[src/rtl/cache_types.sv]
// Cache-side geometry constants and the line/burst adaptor state encoding.
package cache_types;

    localparam int unsigned S_OFFSET        = 5;
    localparam int unsigned LINE_WIDTH      = 8 * (2 ** S_OFFSET);
    localparam int unsigned BURST_WIDTH     = 64;
    localparam int unsigned BEATS_PER_LINE  = LINE_WIDTH / BURST_WIDTH;

    typedef enum logic [1:0] {
        IDLE,
        READ,
        WRITE,
        DONE
    } adaptor_state_t;

endpackage : cache_types

[src/rtl/rv32i_types.sv]
// Shared RV32I bus word types.
package rv32i_types;

    typedef logic [31:0] rv32i_word;

endpackage : rv32i_types

[src/rtl/cacheline_adaptor.sv]
// Converts single-cycle cache line requests into 4-beat memory bursts and back,
// assembling read beats into line_o and serialising the latched write line onto burst_o.
module cacheline_adaptor
    import cache_types::*;
    import rv32i_types::*;
#(
    parameter int unsigned s_offset = S_OFFSET,
    parameter int unsigned s_burst  = BURST_WIDTH
) (
    input  logic                         clk,
    input  logic                         rst,

    input  logic [8*(2**s_offset)-1:0]   line_i,
    output logic [8*(2**s_offset)-1:0]   line_o,
    input  rv32i_word                    address_i,
    input  logic                         read_i,
    input  logic                         write_i,
    output logic                         resp_o,

    input  logic [s_burst-1:0]           burst_i,
    output logic [s_burst-1:0]           burst_o,
    output rv32i_word                    address_o,
    output logic                         read_o,
    output logic                         write_o,
    input  logic                         resp_i
);

    localparam int unsigned LINE_W = 8 * (2 ** s_offset);
    localparam int unsigned BEATS  = LINE_W / s_burst;
    localparam int unsigned KW     = (BEATS > 1) ? $clog2(BEATS) : 1;
    localparam logic [KW-1:0] LAST_BEAT = KW'(BEATS - 1);
    localparam rv32i_word ADDR_MASK = ~((rv32i_word'(1) << s_offset) - rv32i_word'(1));

    adaptor_state_t       state;
    logic [KW-1:0]        k;
    logic [KW-1:0]        k_next;
    logic [LINE_W-1:0]    line_buf;

    assign k_next = k + KW'(1);

    always_ff @(posedge clk) begin
        if (!rst) begin
            state     <= IDLE;
            k         <= '0;
            line_buf  <= '0;
            line_o    <= '0;
            burst_o   <= '0;
            address_o <= '0;
            read_o    <= 1'b0;
            write_o   <= 1'b0;
            resp_o    <= 1'b0;
        end else begin
            case (state)
                IDLE: begin
                    resp_o <= 1'b0;
                    // Read has priority when both requests arrive together.
                    if (read_i) begin
                        address_o <= address_i & ADDR_MASK;
                        k         <= '0;
                        read_o    <= 1'b1;
                        state     <= READ;
                    end else if (write_i) begin
                        address_o <= address_i & ADDR_MASK;
                        k         <= '0;
                        line_buf  <= line_i;
                        burst_o   <= line_i[s_burst-1:0];
                        write_o   <= 1'b1;
                        state     <= WRITE;
                    end
                end

                READ: begin
                    if (resp_i) begin
                        line_o[k*s_burst +: s_burst] <= burst_i;
                        k <= k_next;
                        if (k == LAST_BEAT) begin
                            read_o <= 1'b0;
                            resp_o <= 1'b1;
                            state  <= DONE;
                        end
                    end
                end

                WRITE: begin
                    if (resp_i) begin
                        k <= k_next;
                        if (k == LAST_BEAT) begin
                            write_o <= 1'b0;
                            resp_o  <= 1'b1;
                            state   <= DONE;
                        end else begin
                            burst_o <= line_buf[k_next*s_burst +: s_burst];
                        end
                    end
                end

                DONE: begin
                    resp_o <= 1'b0;
                    k      <= '0;
                    state  <= IDLE;
                end

                default: begin
                    state   <= IDLE;
                    read_o  <= 1'b0;
                    write_o <= 1'b0;
                    resp_o  <= 1'b0;
                end
            endcase
        end
    end

endmodule : cacheline_adaptor

[config.mk]
export PLATFORM = sky130hd
export DESIGN_NAME = cacheline_adaptor
export DESIGN_NICKNAME = d
export VERILOG_FILES = /design/src/rtl/cache_types.sv /design/src/rtl/rv32i_types.sv /design/src/rtl/cacheline_adaptor.sv
export SDC_FILE = /design/constraint.sdc
export NUM_CORES = 1
export LEC_CHECK = 0
export BUFFER_PORTS_ARGS = -buffer_cell sky130_fd_sc_hd__buf_4
export CAP_MARGIN = 25
export CORE_AREA = 5 5 276 278
export DETAILED_ROUTE_END_ITERATION = 8
export DIE_AREA = 0 0 281 283
export GPL_TIMING_DRIVEN = 0
export SLEW_MARGIN = 20
export SYNTH_ARGS = -nofsm -noshare
export SYNTH_HDL_FRONTEND = slang
export SYNTH_SLANG_ARGS = --single-unit
[constraint.sdc]
create_clock -name clk -period 2.8 [get_ports clk]
set_input_delay 0.7 -clock clk [delete_from_list [all_inputs] [get_ports clk]]
set_output_delay 0.7 -clock clk [all_outputs]
set_load 0.05 [all_outputs]
* Word level (Yosys, flattened, before mapping)
Cells that the tools add are included.
Widths: inputs -> output; s select.
** Word-level totals
- Flip-flop bits (word level) :: 615
- Bits in latches :: 0
- Bits in writable memories :: 0
- Bits in read-only memories :: 0
- Input bits :: 357
- Logic and storage cells :: 72
- Memories :: 0
** Cells by class
- Add/sub/neg operators :: 2
- Multiply operators :: 0
- Divide/modulo/power cells :: 0
- Order comparisons :: 0
- Equal/unequal tests :: 15
- Shift operators :: 3
- Multiplexer cells :: 27
- Bitwise logic cells :: 1
- Reduce and logical (&&, ||, !) cells :: 15
** Operator list (number)
- $bwmux 256 :: 1
- $mux 64 :: 4
- $shift 64x34->256 const A :: 1
- $shiftx 256x9->64 :: 1
- $shiftx 64x34->256 :: 1
- $pmux 64 s2 :: 1
- $mux 32 :: 2
- $neg 8->34 :: 1
- $ne 2x2->1 const B :: 8
- $mux 2 :: 7
- $pmux 2 s3 :: 2
- $reduce_and 5->1 :: 2
- $reduce_and 2->1 :: 4
- $mux 1 :: 7
- $eq 2x2->1 const B :: 3
- $pmux 1 s2 :: 3
- $reduce_and 3->1 :: 2
- $reduce_bool 2->1 :: 3
- $ne 2x1->1 const B :: 2
- $reduce_and 4->1 :: 1
- $reduce_or 2->1 :: 2
- $ne 3x3->1 const B :: 1
- $add 2x1->2 const B :: 1
- $eq 2x1->1 const B :: 1
- 2 further kinds :: 2

* Depth between registers and ports, before layout
- Depth in word-level cells :: 5
- Depth in mapped cells :: 10
- Gate-level depth less buffers :: 6

* Least setup slack after synthesis
OpenSTA, ideal clock, no wires.
- Path type :: flip-flop to flip-flop
- From :: register k[0]
- To :: register burst_o[33]
- Data arrival time :: 1.909 ns
- Path slack :: 0.759 ns
- Stages on the path, launching flop included :: 10
- Buffers on the path :: 3
- Period minus slack after synthesis :: 2.041 ns
- Cell sequence :: dfxtp_1 buf_4 inv_1 ha_1 nand2b_1 buf_2 clkbuf_1 o22ai_1 a2111oi_0 nor3_1
** Between the ends
- Longest elaborated chain between the ends :: 5
- Elaborated cells on any way between the ends :: 8
** Ends and longest elaborated chain
- start: declaration :: line cacheline_adaptor.sv:35 : logic [KW-1:0] k;
- start signal: assignment :: line cacheline_adaptor.sv:75 : k <= k_next;
- start signal: assignment :: line cacheline_adaptor.sv:86 : k <= k_next;
- $add 2x1->2 :: line cacheline_adaptor.sv:39 : assign k_next = k + KW'(1);
- $shiftx 256x9->64 :: line cacheline_adaptor.sv:92 : burst_o <= line_buf[k_next*s_burst +: s_burst];
- $mux 64 :: line cacheline_adaptor.sv:87 : if (k == LAST_BEAT) begin
- $mux 64 :: line cacheline_adaptor.sv:85 : if (resp_i) begin
- $pmux 64 s2 :: line cacheline_adaptor.sv:53 : case (state)
- end signal: assignment :: line cacheline_adaptor.sv:66 : burst_o <= line_i[s_burst-1:0];
- end signal: assignment :: line cacheline_adaptor.sv:92
- end: declaration :: line cacheline_adaptor.sv:21 : output logic [s_burst-1:0] burst_o,
Several ways; a longest one is shown, not always the timed one. The select of a mux whose other input is x is not followed.
A chain may end at the register's enable or synchronous reset.

* Worst setup path after layout
- From :: register state[1]
- To :: register line_o[232]
** Between the ends
- Longest elaborated chain between the ends :: 2
** Ends and longest elaborated chain
- start: declaration :: line cacheline_adaptor.sv:34 : adaptor_state_t state;
- start signal: assignment :: line cacheline_adaptor.sv:43 : state <= IDLE;
- start signal: assignment :: line cacheline_adaptor.sv:61 : state <= READ;
- start signal: assignment :: line cacheline_adaptor.sv:68 : state <= WRITE;
- $eq 2x1->1 :: line cacheline_adaptor.sv:53
- $reduce_and 2->1 (no line)
- end signal: indexed assignment :: line cacheline_adaptor.sv:74 : line_o[k*s_burst +: s_burst] <= burst_i;
- end: declaration :: line cacheline_adaptor.sv:14 : output logic [8*(2**s_offset)-1:0] line_o,
Every way passes these cells.

==> summary.txt <==
Cells and area
  • Cell Count, Final, Fillers Out: 4,360
  • Nets: ~3,700
  • Commonest non-fill, non-tap cells in the layout: 712 x buf_4, 610 x dfxtp_1, 572 x nand2_1
  • Area of the multi-input gates: between 9000 and 10,000 sq um
  • Sequential cell area: between 10,000 and 15,000 sq um
  • Commonest non-fill, non-tap cell in the layout: buf_4
  • Post-route cell area: 31,900 sq um
  • Fill count: roughly 7,500
  • Share of layout cells above drive strength 1: 27.6%
  • P&R area growth vs syn: 39.7%

Clock network
  • CTS tree: built
  • Number of H-tree levels: 3
  • Clock transition at the registers of the reported paths: about 60 ps
  • Worst skew pair latency: roughly 610 ps
  • CTS Root Cell: clkbuf_16
  • Clock Path Buffers: 3
  • # clock sinks: 610
  • TritonCTS Buffers: 70

Pwr
  • Power Internal: 18,000 uW
  • Total power: approximately 29,000 uW
  • P_leak: around 0.013 uW
  • Clock Power Share: 32.5%
  • Peak VDD IR: ~0.53 mV
  • Flop pwr share: between 30% and 40%
  • Sw frac: roughly 38%
  • Combinational fraction of design power: between 30% and 40%
  • Sw power: 10,800 uW
  • Pwr per Cell Area: 902 nW/um^2

Timing
  • Measured slew at the worst slew-check pin: 1060 ps
  • Worst setup margin: about 120 ps
  • Final Skew: roughly 25 ps
  • Final Setup Violations: 0
  • Highest clock rate: 374 MHz
  • Max Slew Vio Count: 0
  • Rel. slew slack: about 29%
  • Fin. Hold Viols: 0
  • Unrepaired setup endpoints after global routing: no
  • Final min period: approximately 2700 ps
  • Final worst path period share: roughly 96%
  • Setup_tns: 0 ps

Min path
  • Class of the worst hold path: primary input to flip-flop
  • Hold path depth: 3

Logic synthesis
  • Synth Cell Area: 22,800 sq um
  • Synthesis Warnings: 0
  • Share of the synthesized area in the top cell type: a little over half
  • Synth top area cells: dfxtp_1 53%, nand2_1 9.4%, a21oi_1 7.8%, mux2i_1 5.8%, a22o_1 4.8%
  • Synth Instances: 2,546
  • Post-synthesis cell type count: 37
  • Post-synthesis average cell area: between 8 and 9 sq um
  • FF+latch count, synth: between 600 and 700
  • Post-synth top area cell: dfxtp_1
  • Sequential cell area fraction in the yosys report: ~53%

Job
  • MaxCap Viol Count: 0

Route
  • First-pass DRT Iterations: 7
  • Antenna viol nets, final: 0
  • Post-DR vias/cell: between 5 and 6
  • DR DRC count: 0
  • Drt wl/cell: 23.1 um
  • Starting DRT DRC Count: ~1,600
  • Vias: 22,300
  • Routed WL: 101,000 um

GRT
  • Largest net degree at the start of global routing: 14
  • First-pass GRT wire length: between 100,000 and 150,000 um
  • Number of global-route vias before repair: between 20,000 and 25,000
  • Initial antenna violation count: 18
  • Global route overflow: 0
  • All-Layer GR Usage: between 20% and 30%

Die
  • IO Pins: around 700
  • DIE HEIGHT: around 280 um
  • Die width: roughly 280 um
  • FP Rows: 100
  • Die area: between 70,000 and 80,000 sq um
  • Core area: about 74,000 sq um
  • Initial Util: 31.0%

Setup path
  • Crit Path Class: flip-flop to flip-flop
  • Crit path arrival time: about 3200 ps
  • Startpoint class of the critical path: flip-flop
  • R2R depth: 8
  • CP required: ~3400 ps
  • Crit Path Max Fanout: 10
  • Worst setup EP type: flip-flop

Place
  • Placed Cells incl. Taps: 4,221
  • Dpl ws: -404 ps
  • DP HPWL: 77,200 um
  • IO Port Bufs: roughly 700
  • GP Congestion: between 0.8 and 0.9
  • Area of placed instances: 29,400 sq um

Status
  • Outcome: complete, no violations
==> logic make-up after synthesis <==
kind of cell               share of synthesized area [%]
AOI/OAI and AO/OA                                   21.2
adders and majority gates                          0.603
buffers and inverters                               4.83
DFF                                                 53.5
muxes                                               5.83
other                                             0.0164
and+or+nand+nor                                     14.0
==> final timing paths <==
check | start | slack (ps) | end
setup / recovery | state[1]$_SDFFE_PN0P_ | 120 | line_o[232]$_SDFFE_PN0P_
hold / removal | line_i[109] | 340 | line_buf[109]$_SDFFE_PN0P_
setup reg to reg | state[1]$_SDFFE_PN0P_ | 120 | line_o[232]$_SDFFE_PN0P_
hold reg to reg | line_buf[201]$_SDFFE_PN0P_ | 450 | line_buf[201]$_SDFFE_PN0P_
==> cell type report <==
| class | instances | share of cell area (%) |
|---|---|---|
| sequential | 610 | 38.3 |
| multi-input combinational | 1696 | 30.2 |
| timing repair buffer | 709 | 16.8 |
| clock buffer | 97 | 6.34 |
| tap | 969 | 3.80 |
| buffer | 236 | 3.43 |
| clock inverter | 27 | 1.02 |
| inverter | 7 | 0.0823 |
| antenna | 9 | 0.0706 |
==> critical path, cell delays in order, from the launching register on <==
cell and delay [ps]:
dfxtp_1 370, inv_1 90, ha_1 170, buf_2 170, nand3_1 160, and2_1 140, buf_1 570, clkbuf_1 710
a22o_1 230
==> power groups by stage <==
stage | Clock [uW] | Combinational [uW] | Sequential, uW
floorplan | 0 | 3980 | 12000
global placement | 0 | 9000 | 10400
detailed placement | 0 | 9070 | 10400
CTS | 9550 | 9130 | 10200
global route | 9920 | 9810 | 10300
finish | 9360 | 9200 | 10200
==> flip-flops by register name, summed over array words and instances, names as in the netlist <==
register	count
line_buf	256
line_o	256
burst_o	64
address_o	27
k	2
state	2
read_o	1
resp_o	1
write_o	1
==> synth_stat cells <==
| cell type | n |
|---|---|
| o21ai_1 | 2 |
| mux2_2 | 1 |
| nor3b_4 | 2 |
| a211oi_1 | 2 |
| nor3_1 | 65 |
| o21a_1 | 2 |
| nor2_1 | 139 |
| and4b_1 | 2 |
| mux2i_1 | 132 |
| nand2_1 | 573 |
| inv_1 | 5 |
| buf_2 | 56 |
| o21ai_0 | 1 |
| o221ai_1 | 1 |
| inv_2 | 2 |
| dfxtp_1 | 610 |
| buf_6 | 12 |
| and3_1 | 3 |
| clkbuf_1 | 141 |
| and3b_1 | 1 |
| or2_1 | 1 |
| or3_1 | 1 |
| conb_1 | 1 |
| buf_1 | 21 |
| nor2b_1 | 2 |
| a22oi_1 | 132 |
| nor4_4 | 1 |
| buf_4 | 7 |
| nor3b_1 | 1 |
| o22ai_1 | 63 |
| ha_1 | 11 |
| a22o_1 | 124 |
| and2_1 | 2 |
| nand3_1 | 5 |
| a21oi_1 | 354 |
| nand2b_1 | 5 |
| a2111oi_0 | 63 |
==> metal layers <==
metal  part of all wire [%]  track usage (%)  vias up  wire length, um
met3                    8.3             6.31      165             8370
met5                   0.13                0        -              134
met2                     49             41.0      880            48900
li1                       -                -    10600                -
met1                     40             29.1    10700            40400
met4                    2.8             7.03       16             2840
==> per-stage QoR <==
stage | hold slack, ps | util, %
final | 340 | 43.3
after global routing | 312 | 43.3
after CTS | 296 | 43.1
after detailed placement | 446 | 39.8
after global placement | 442 | 39.8
after floorplan | 436 | -
==> repair_timing <==
item                       CTS  global route
resized for setup           25            38
pin swaps                    0             1
buffers inserted             2             5
setup endpoints to repair   63           254
hold buffers                 0             0
No activity file was read; power rests on OpenSTA's default activity.
